===== config.mk =====
export PLATFORM = sky130hd
export DESIGN_NAME = booth_multiplier
export DESIGN_NICKNAME = d
export VERILOG_FILES = /design/src/rtl/booth_multiplier.sv
export SDC_FILE = /design/constraint.sdc
export NUM_CORES = 1
export LEC_CHECK = 0
export ABC_AREA = 1
export CAP_MARGIN = 15
export CORE_MARGIN = 4
export CORE_UTILIZATION = 54
export DETAILED_ROUTE_END_ITERATION = 7
export PLACE_DENSITY_LB_ADDON = 0.08
export SYNTH_ARGS = -nofsm -noshare
export SYNTH_HDL_FRONTEND = slang
export SYNTH_SLANG_ARGS = --single-unit

===== constraint.sdc =====
create_clock -name clk -period 2.95 [get_ports clk]
set_clock_uncertainty 0.1 [all_clocks]
set_input_delay 0.4425 -clock clk [delete_from_list [all_inputs] [get_ports clk]]
set_output_delay 0.4425 -clock clk [all_outputs]
set_load 0.005 [all_outputs]

===== src/rtl/booth_multiplier.sv =====
// Sequential radix-2 Booth multiplier: one conditional add/subtract plus arithmetic shift per RUN cycle.
// Optional unsigned operation (mode_signed port) is enabled by defining MULT_UNSIGNED_MODE_EN.
module booth_multiplier #(
  parameter int unsigned WIDTH = 8
) (
  input  logic               clk,
  input  logic               reset,
  input  logic               valid,
  output logic               ready,
  input  logic [WIDTH-1:0]   multiplicand,
  input  logic [WIDTH-1:0]   multiplier,
`ifdef MULT_UNSIGNED_MODE_EN
  input  logic               mode_signed,
`endif
  output logic [2*WIDTH-1:0] product,
  output logic               mult_DONE,
  output logic               busy
);

  // Storage is sized for the widest mode; signed mode runs fewer iterations over it.
`ifdef MULT_UNSIGNED_MODE_EN
  localparam int unsigned WM = WIDTH + 1;
`else
  localparam int unsigned WM = WIDTH;
`endif

  typedef enum logic [1:0] {
    StIdle,
    StRun,
    StDone
  } state_e;

  state_e             state_q, state_d;
  logic [WM:0]        a_q, a_d;
  logic [WM-1:0]      q_q, q_d;
  logic [WM-1:0]      m_q, m_d;
  logic               qprev_q, qprev_d;
  logic [5:0]         cnt_q, cnt_d;
  logic [5:0]         cnt_last;
  logic [2*WIDTH-1:0] product_q, product_d;
  logic [WM-1:0]      m_in, q_in;
  logic [WM:0]        m_ext, a_sum;

`ifdef MULT_UNSIGNED_MODE_EN
  logic sgn_q, sgn_d;

  assign m_in     = {mode_signed & multiplicand[WIDTH-1], multiplicand};
  assign q_in     = {mode_signed & multiplier[WIDTH-1], multiplier};
  assign cnt_last = sgn_q ? 6'(WIDTH - 1) : 6'(WIDTH);
  assign sgn_d    = (state_q == StIdle && valid) ? mode_signed : sgn_q;

  always_ff @(posedge clk) begin
    if (!reset) begin
      sgn_q <= 1'b1;
    end else begin
      sgn_q <= sgn_d;
    end
  end
`else
  assign m_in     = multiplicand;
  assign q_in     = multiplier;
  assign cnt_last = 6'(WIDTH - 1);
`endif

  assign m_ext = {m_q[WM-1], m_q};

  always_comb begin
    state_d   = state_q;
    a_d       = a_q;
    q_d       = q_q;
    m_d       = m_q;
    qprev_d   = qprev_q;
    cnt_d     = cnt_q;
    product_d = product_q;
    a_sum     = a_q;

    unique case (state_q)
      StIdle: begin
        if (valid) begin
          m_d     = m_in;
          q_d     = q_in;
          a_d     = '0;
          qprev_d = 1'b0;
          cnt_d   = '0;
          state_d = StRun;
        end
      end
      StRun: begin
        unique case ({q_q[0], qprev_q})
          2'b01:   a_sum = a_q + m_ext;
          2'b10:   a_sum = a_q - m_ext;
          default: a_sum = a_q;
        endcase
        a_d     = {a_sum[WM], a_sum[WM:1]};
        q_d     = {a_sum[0], q_q[WM-1:1]};
        qprev_d = q_q[0];
        cnt_d   = cnt_q + 6'd1;
        if (cnt_q == cnt_last) begin
          state_d = StDone;
`ifdef MULT_UNSIGNED_MODE_EN
          // Signed mode leaves the unconsumed extension bit in q_d[0].
          if (sgn_q) begin
            product_d = {a_d[WIDTH-1:0], q_d[WM-1:1]};
          end else begin
            product_d = {a_d[WIDTH-2:0], q_d};
          end
`else
          product_d = {a_d[WIDTH-1:0], q_d};
`endif
        end
      end
      StDone: begin
        state_d = StIdle;
      end
      default: begin
        state_d = StIdle;
      end
    endcase
  end

  always_ff @(posedge clk) begin
    if (!reset) begin
      state_q   <= StIdle;
      a_q       <= '0;
      q_q       <= '0;
      m_q       <= '0;
      qprev_q   <= 1'b0;
      cnt_q     <= '0;
      product_q <= '0;
    end else begin
      state_q   <= state_d;
      a_q       <= a_d;
      q_q       <= q_d;
      m_q       <= m_d;
      qprev_q   <= qprev_d;
      cnt_q     <= cnt_d;
      product_q <= product_d;
    end
  end

  assign ready     = (state_q == StIdle);
  assign busy      = (state_q != StIdle);
  assign mult_DONE = (state_q == StDone);
  assign product   = product_q;

endmodule


==> results of run 1 <==
-- worst max-delay path, stage by stage (launching register included) --
cell and delay, ns:
sky130_fd_sc_hd__dfxtp_1 0.34, sky130_fd_sc_hd__inv_1 0.08, sky130_fd_sc_hd__ha_1 0.14, sky130_fd_sc_hd__inv_1 0.04
sky130_fd_sc_hd__nor2_1 0.16, sky130_fd_sc_hd__inv_1 0.08, sky130_fd_sc_hd__o21ai_0 0.21, sky130_fd_sc_hd__xnor2_1 0.14
sky130_fd_sc_hd__inv_1 0.06, sky130_fd_sc_hd__ha_1 0.34, sky130_fd_sc_hd__a21o_1 0.20, sky130_fd_sc_hd__a21oi_1 0.17
sky130_fd_sc_hd__nor2_1 0.06, sky130_fd_sc_hd__o21ai_0 0.28, sky130_fd_sc_hd__nand2_1 0.08, sky130_fd_sc_hd__a21oi_1 0.12
-- flip-flops by register name (all words and copies together), names as in the netlist --
signal   count
product     16
qprev_q      1
a_q          8
cnt_q        6
state_q      2
q_q          8
m_q          8
-- power by group --
part           internal (uW)  total (uW)  switching, uW
combinational            146         376            230
clock                    173         424            251
sequential               691         715           24.5
-- per-layer routing --
layer / GRT usage, % / vias to the layer above / part of all wire [%] / wire length [microns]
li1: - / 1188 / - / -
met2: 37.1 / 50 / 50 / 2890
met3: 3.07 / 7 / 3.5 / 205
met4: 5.62 / 0 / 0.97 / 56
met5: 0 / - / 0 / 0
met1: 24.9 / 1056 / 46 / 2640
-- worst min path at each step --
stage                     start     endpoint  slack [ns]  cells past startpoint
global route        product[13]  product[13]        0.39                      2
CTS                     qprev_q      qprev_q        0.37                      2
detailed placement      qprev_q      qprev_q        0.36                      2
global placement        qprev_q      qprev_q        0.35                      2
finish                  qprev_q      qprev_q        0.37                      2
floorplan                q_q[7]   product[6]        0.34                      2
-- placed cells by master (no fill, tap or decap), types with 2 or more instances in the layout --
cell,count
sky130_fd_sc_hd__buf_4,2
sky130_fd_sc_hd__nor2_1,23
sky130_fd_sc_hd__inv_2,2
sky130_fd_sc_hd__inv_1,47
sky130_fd_sc_hd__or2_1,2
sky130_fd_sc_hd__nand3_1,30
sky130_fd_sc_hd__o21ai_0,18
sky130_fd_sc_hd__o22ai_1,2
sky130_fd_sc_hd__nand4_1,2
sky130_fd_sc_hd__a21o_1,2
sky130_fd_sc_hd__dfxtp_1,49
sky130_fd_sc_hd__xor2_1,4
sky130_fd_sc_hd__xnor2_1,2
sky130_fd_sc_hd__nand2_1,64
sky130_fd_sc_hd__o21ai_2,10
sky130_fd_sc_hd__nand2_2,2
sky130_fd_sc_hd__o21ai_1,2
sky130_fd_sc_hd__clkinvlp_4,2
sky130_fd_sc_hd__a21oi_1,32
sky130_fd_sc_hd__clkbuf_8,5
sky130_fd_sc_hd__o221ai_1,7
sky130_fd_sc_hd__clkdlybuf4s50_1,37
sky130_fd_sc_hd__ha_1,11
-- logic make-up (layout without fill, tap and decap cells) --
logic type / count (synthesis) / count (layout) / synth area share (%)
xor+xnor: 6 / 6 / 2.07
flops: 49 / 49 / 38.7
compound gates: 81 / 81 / 19.9
simple gates: 129 / 129 / 23.1
fa+ha+maj: 12 / 12 / 6.22
buf+inv: 64 / 97 / 10.0
-- area by class of cell --
type                            instances  area [sq um]
Sequential cell                        49           981
Clock buffer                            5          68.8
Timing Repair Buffer                   39           385
Clock inverter                          3          26.3
Tap cell                               52          65.1
Multi-Input combinational cell        228          1300
Inverter                               50           193
Fill cell                             386          1430
-- metrics by stage --
stage               instance area (sq um)  hold slack [ns]  instances
floorplan                            2530            0.338        341
global placement                     2920            0.351        418
detailed placement                   2920            0.358        418
CTS                                  3020            0.371        426
global route                         3020            0.393        426
finish                               3020            0.374        426
==> impl_summary.log, run 1 <==
INFO  metric status = finished, final reports clean
INFO  metric placement.io_buffers = 37
INFO  metric yosys_register_bits = 49
INFO  metric cts-buffers-inserted = 5
INFO  metric report.final.hold_viol_count = 0
INFO  metric critical_path_peak_fanout = 6
INFO  metric min_path_type = flop to flop
INFO  metric number_of_max_slew_violations_in_the_final_report = 0
INFO  metric finalSetupViolations = 0
INFO  metric finished_core_util = 67.9%
INFO  metric synth.avg_cell_area = 7.43 sq um
INFO  metric die-area = 5850 sq um
INFO  metric boundaryPins = 38
INFO  metric ctsRootBufferMaster = sky130_fd_sc_hd__clkbuf_8
INFO  metric cts_tree = yes
INFO  metric postCtsSetupRepairBufs = 0
INFO  metric netlist.area_leader.share = 38.7%
INFO  metric htree_levels = 2
INFO  metric grt_first_pass_wirelength = 9960 microns
INFO  metric chip_height = 76.5 microns
INFO  metric design.final.nets = 404
INFO  metric worstMarginPinSlew = 0.556 ns
INFO  metric drt_first_pass_iters = 4
INFO  metric drtIter0Drc = 161
INFO  metric synth_enable_flop_cells = 0
INFO  metric drt_drc_violations_left = 0
INFO  metric layout-drive-gt1-share = 8.02%
INFO  metric timing.fmax = 0.375 GHz
INFO  metric final.setup.worst_slack = 0.286 ns
INFO  metric ff2ff_setup_slack = 0.29 ns
INFO  metric routed-via-count = 2301
INFO  metric hpwl = 4300 microns
INFO  metric leak_pwr = 0.00131 uW
INFO  metric maxCapViolations = 0
INFO  metric reg2reg_depth = 15
INFO  metric synth_sequential_area_ratio = 38.7%
INFO  metric dominantRegCellSynth = sky130_fd_sc_hd__dfxtp_1
INFO  metric synth_commonest_cells = 64 x sky130_fd_sc_hd__nand2_1, 49 x sky130_fd_sc_hd__dfxtp_1, 47 x sky130_fd_sc_hd__inv_1, 32 x sky130_fd_sc_hd__a21oi_1, 30 x sky130_fd_sc_hd__nand3_1
INFO  metric totalWireLength = 5790 microns
INFO  metric gr_usage_total = 20.4%
INFO  metric worst_slew_margin_rel = 62.9%
INFO  metric detail_route.wl_per_cell = 13.6 microns
INFO  metric fin_tns_setup = 0 ns
INFO  metric syn_nets = 372
INFO  metric timing.critical_path.arrival = 2.81 ns
INFO  metric pin_count_of_the_biggest_net_entering_global_routing = 37
INFO  metric clockBufferDepth = 2
INFO  metric cts-resized-gates = 0
INFO  metric ys.warnings.count = 0
INFO  metric number_of_global_route_vias_before_repair = 2264
INFO  metric critical_path.reg2reg.endpoint = a_q[4]
INFO  metric row_count = 24
INFO  metric period_minus_slack = 2.66 ns
INFO  metric cp-startpoint = m_q[0]
INFO  metric crit_path_start_kind = flop
INFO  metric setup_crit_end_kind = flop
INFO  metric place_congestion = 0.975
INFO  metric post_synthesis_cells = 341
INFO  metric critical_path.endpoint = a_q[4]
INFO  metric avgViaCountPerCell = 5.40
INFO  metric clock_sinks = 49
INFO  metric drtAntennaViolNets = 0
INFO  metric p_total = 1510 uW
INFO  metric initial_utilization = 57.0%
INFO  metric powerDensity = 502 nW/um^2
INFO  metric detailedPlace.worstSlack = 0.312 ns
INFO  metric synth_largest_area_cell = sky130_fd_sc_hd__dfxtp_1
INFO  metric globalRouteOverflowTotal = 0
INFO  metric final_min_period_over_clock_period = 90.3%
INFO  metric cts-hold-fix-buffers = 0
INFO  metric worst_ir_drop_vdd = 0.323 mV
INFO  metric die_x = 76.5 microns
INFO  metric path_clk_slew = 0.10 ns
INFO  metric placeableCoreArea = 4440 sq um
INFO  metric grt_antenna_before_repair = 0
INFO  metric post_synth_instance_area = 2530 sq um
INFO  metric cells_taking_the_most_area_after_synthesis = sky130_fd_sc_hd__dfxtp_1 39%, sky130_fd_sc_hd__nand2_1 9.5%, sky130_fd_sc_hd__inv_1 7.0%
INFO  metric critPathKind = flop to flop
INFO  metric crit-reg2reg-launch = m_q[0]
INFO  metric grt_setup_unrepaired = no
INFO  metric antenna_cells = 0
INFO  metric cp_data_required_time = 3.10 ns
INFO  metric yosysMostFrequentCell = sky130_fd_sc_hd__nand2_1
INFO  metric worst_skew_pair_later_pin_latency = 0.31 ns
INFO  metric synth_async_sr_flop_share = 0%
INFO  metric area_growth_syn_to_layout = 19.1%
INFO  metric synthDistinctLibCells = 39
No activity file was read; power rests on OpenSTA's default activity.
==> inputs of run 2 (changes only) <==
--- a/config.mk
+++ b/config.mk
@@ -10,6 +10,7 @@
 export CORE_MARGIN = 4
 export CORE_UTILIZATION = 54
 export DETAILED_ROUTE_END_ITERATION = 7
+export GPL_ROUTABILITY_DRIVEN = 0
 export PLACE_DENSITY_LB_ADDON = 0.08
 export SYNTH_ARGS = -nofsm -noshare
 export SYNTH_HDL_FRONTEND = slang
==> constraint.sdc (replaced) <==
create_clock -name clk -period 2.95 [get_ports clk]
set_clock_uncertainty 0.1 [all_clocks]
set_input_delay 0.59 -clock clk [delete_from_list [all_inputs] [get_ports clk]]
set_output_delay 0.59 -clock clk [all_outputs]
set_load 0.005 [all_outputs]
==> run 2 against run 1 <==
  * Routed wire length shrank 3.4%
  * Combinational power is essentially flat
  * Clock power shrank 5.7%
  * Cell area is essentially flat
  * Maximum frequency grew 1.4%
  * Setup slack gained 0.036 ns
  * Highest routed layer unchanged
  * Critical path depth is the same
==> impl_summary.log, run 2 (same netlist as run 1, synthesis figures left out) <==
INFO  metric timing.critical_path.arrival = 2.76 ns (was 2.81 ns)
INFO  metric grt_antenna_before_repair = 0 (unchanged)
INFO  metric crit_path_start_kind = flop (unchanged)
INFO  metric number_of_global_route_vias_before_repair = 2234 (was 2264)
INFO  metric powerDensity = 493 nW/um^2 (was 502 nW/um^2)
INFO  metric cp_data_required_time = 3.08 ns (was 3.10 ns)
INFO  metric worst_ir_drop_vdd = 0.322 mV (was 0.323 mV)
INFO  metric final_min_period_over_clock_period = 89.1% (was 90.3%)
INFO  metric global_route.peak_usage_layer = met2 (unchanged)
INFO  metric met2_usage = 34.3% (was 37.1%)
INFO  metric drtIter0Drc = 120 (was 161)
INFO  metric layout-drive-gt1-share = 8.00% (was 8.02%)
INFO  metric htree_levels = 2 (unchanged)
INFO  metric grt_first_pass_wirelength = 9640 microns (was 9960 microns)
INFO  metric final_cell_mix = 64 x sky130_fd_sc_hd__nand2_1, 49 x sky130_fd_sc_hd__dfxtp_1, 47 x sky130_fd_sc_hd__inv_1 (unchanged)
INFO  metric area_growth_syn_to_layout = 19.1% (about the same)
INFO  metric die-area = 5850 sq um (unchanged)
INFO  metric drtAntennaViolNets = 0 (unchanged)
INFO  metric totalWireLength = 5600 microns (was 5790 microns)
INFO  metric cts-resized-gates = 0 (unchanged)
INFO  metric postCtsSetupRepairBufs = 0 (unchanged)
INFO  metric stdcell_count = 427 (was 426)
INFO  metric grtUsageMet3 = 4.49% (was 3.07%)
INFO  metric maxCapViolations = 0 (unchanged)
INFO  metric critPathKind = flop to flop (unchanged)
INFO  metric largest_register_ffs = 16 (unchanged)
INFO  metric dp.cells = 419 (was 418)
INFO  metric period_minus_slack = 2.63 ns (was 2.66 ns)
INFO  metric gr_usage_total = 19.8% (was 20.4%)
INFO  metric chip_height = 76.5 microns (unchanged)
INFO  metric grt_setup_unrepaired = no (unchanged)
INFO  metric timing.fmax = 0.381 GHz (was 0.375 GHz)
INFO  metric report.final.hold_viol_count = 0 (unchanged)
INFO  metric pin_count_of_the_biggest_net_entering_global_routing = 37 (unchanged)
INFO  metric initial_utilization = 57.0% (unchanged)
INFO  metric design.final.nets = 405 (was 404)
INFO  metric die_x = 76.5 microns (unchanged)
INFO  metric fin_tns_setup = 0 ns (unchanged)
INFO  metric setup_crit_end_kind = flop (unchanged)
INFO  metric globalRouteOverflowTotal = 0 (unchanged)
INFO  metric drt_drc_violations_left = 0 (unchanged)
INFO  metric detail_route.wl_per_cell = 13.1 microns (was 13.6 microns)
INFO  metric placeableCoreArea = 4440 sq um (unchanged)
INFO  metric min_path_type = flop to flop (unchanged)
INFO  metric worst_skew_pair_later_pin_latency = 0.30 ns (was 0.31 ns)
INFO  metric worstMarginPinSlew = 0.548 ns (was 0.556 ns)
INFO  metric clock_sinks = 49 (unchanged)
INFO  metric cts-buffers-inserted = 5 (unchanged)
INFO  metric worst_slew_margin_rel = 63.4% (was 62.9%)
INFO  metric number_of_max_slew_violations_in_the_final_report = 0 (unchanged)
INFO  metric clockBufferDepth = 2 (unchanged)
INFO  metric critical_path_peak_fanout = 6 (unchanged)
INFO  metric met1_usage = 24.7% (was 24.9%)
INFO  metric placement.io_buffers = 37 (unchanged)
INFO  metric finalSetupViolations = 0 (unchanged)
INFO  metric cts_tree = yes (unchanged)
INFO  metric status = finished, final reports clean (unchanged)
INFO  metric ctsRootBufferMaster = sky130_fd_sc_hd__clkbuf_8 (unchanged)
INFO  metric most_common_cell_after_layout_fill_and_taps_aside = sky130_fd_sc_hd__nand2_1 (unchanged)
INFO  metric hpwl = 4190 microns (was 4300 microns)
INFO  metric cts-hold-fix-buffers = 0 (unchanged)
INFO  metric avgViaCountPerCell = 5.33 (was 5.40)
INFO  metric routed-via-count = 2275 (was 2301)
INFO  metric leak_pwr = 0.00132 uW (was 0.00131 uW)
INFO  metric antenna_cells = 0 (unchanged)
INFO  metric row_count = 24 (unchanged)
INFO  metric path_clk_slew = 0.10 ns (about the same)
INFO  metric boundaryPins = 38 (unchanged)
INFO  metric drt_first_pass_iters = 4 (unchanged)
==> run 2: cell count changes in the layout (fill, tap and decap cells not counted) <==
cell | before | now
sky130_fd_sc_hd__buf_4 | 2 | 3
sky130_fd_sc_hd__clkinv_2 | 0 | 1
sky130_fd_sc_hd__clkbuf_1 | 0 | 1
sky130_fd_sc_hd__clkinvlp_4 | 2 | 0
sky130_fd_sc_hd__inv_6 | 1 | 2
sky130_fd_sc_hd__inv_8 | 1 | 0
==> run 2: metal layers <==
layer | vias up | routed length [microns]
li1 | 1190 | -
met1 | 1046 | 2640
met2 | 33 | 2720
met3 | 6 | 179
met4 | 0 | 51
met5 | - | 0
==> run 2: final cells by class <==
| type | instances | area (sq um) |
|---|---|---|
| Clock inverter | 2 | 13.8 |
| Clock buffer | 6 | 72.6 |
| Timing Repair Buffer | 40 | 393 |
| Sequential cell | 49 | 981 |
| Fill cell | 409 | 1430 |
| Multi-Input combinational cell | 228 | 1300 |
| Inverter | 50 | 193 |
| Tap cell | 52 | 65.1 |
==> run 2: worst paths after layout <==
check                  start    endpoint  slack, ns  depth (start not counted)
setup / recovery      m_q[0]      a_q[4]       0.32                         15
hold / removal    product[6]  product[6]       0.38                          2
setup reg to reg      m_q[0]      a_q[4]       0.32                         15
hold reg to reg   product[6]  product[6]       0.38                          2
==> run 2: power breakdown <==
group / leakage (uW) / internal [uW] / total [uW] / switching (uW)
clock: 0.0000456 / 170 / 400 / 230
combinational: 0.000874 / 148 / 376 / 228
sequential: 0.000399 / 690 / 714 / 23.2
==> run 2: worst max-delay path, stage by stage, from the launching register on <==
cell and delay, ns:
sky130_fd_sc_hd__dfxtp_1 0.34, sky130_fd_sc_hd__inv_1 0.08, sky130_fd_sc_hd__ha_1 0.14, sky130_fd_sc_hd__inv_1 0.05, sky130_fd_sc_hd__nor2_1 0.15, sky130_fd_sc_hd__inv_1 0.07
sky130_fd_sc_hd__o21ai_0 0.19, sky130_fd_sc_hd__xnor2_1 0.14, sky130_fd_sc_hd__inv_1 0.05, sky130_fd_sc_hd__ha_1 0.34, sky130_fd_sc_hd__a21o_1 0.20, sky130_fd_sc_hd__a21oi_1 0.16
sky130_fd_sc_hd__nor2_1 0.05, sky130_fd_sc_hd__o21ai_0 0.29, sky130_fd_sc_hd__nand2_1 0.10, sky130_fd_sc_hd__a21oi_1 0.12
==> run 2: metrics by stage <==
stage / hold WS [ns] / instance area (sq um) / setup slack (ns) / total power, uW / util (%)
floorplan: 0.338 / 2530 / 0.616 / 1010 / -
global placement: 0.350 / 2930 / 0.343 / 1100 / 66.0
detailed placement: 0.361 / 2930 / 0.333 / 1100 / 66.0
CTS: 0.382 / 3020 / 0.302 / 1500 / 67.9
global route: 0.394 / 3020 / 0.0550 / 1590 / 67.9
finish: 0.378 / 3020 / 0.322 / 1490 / 67.9
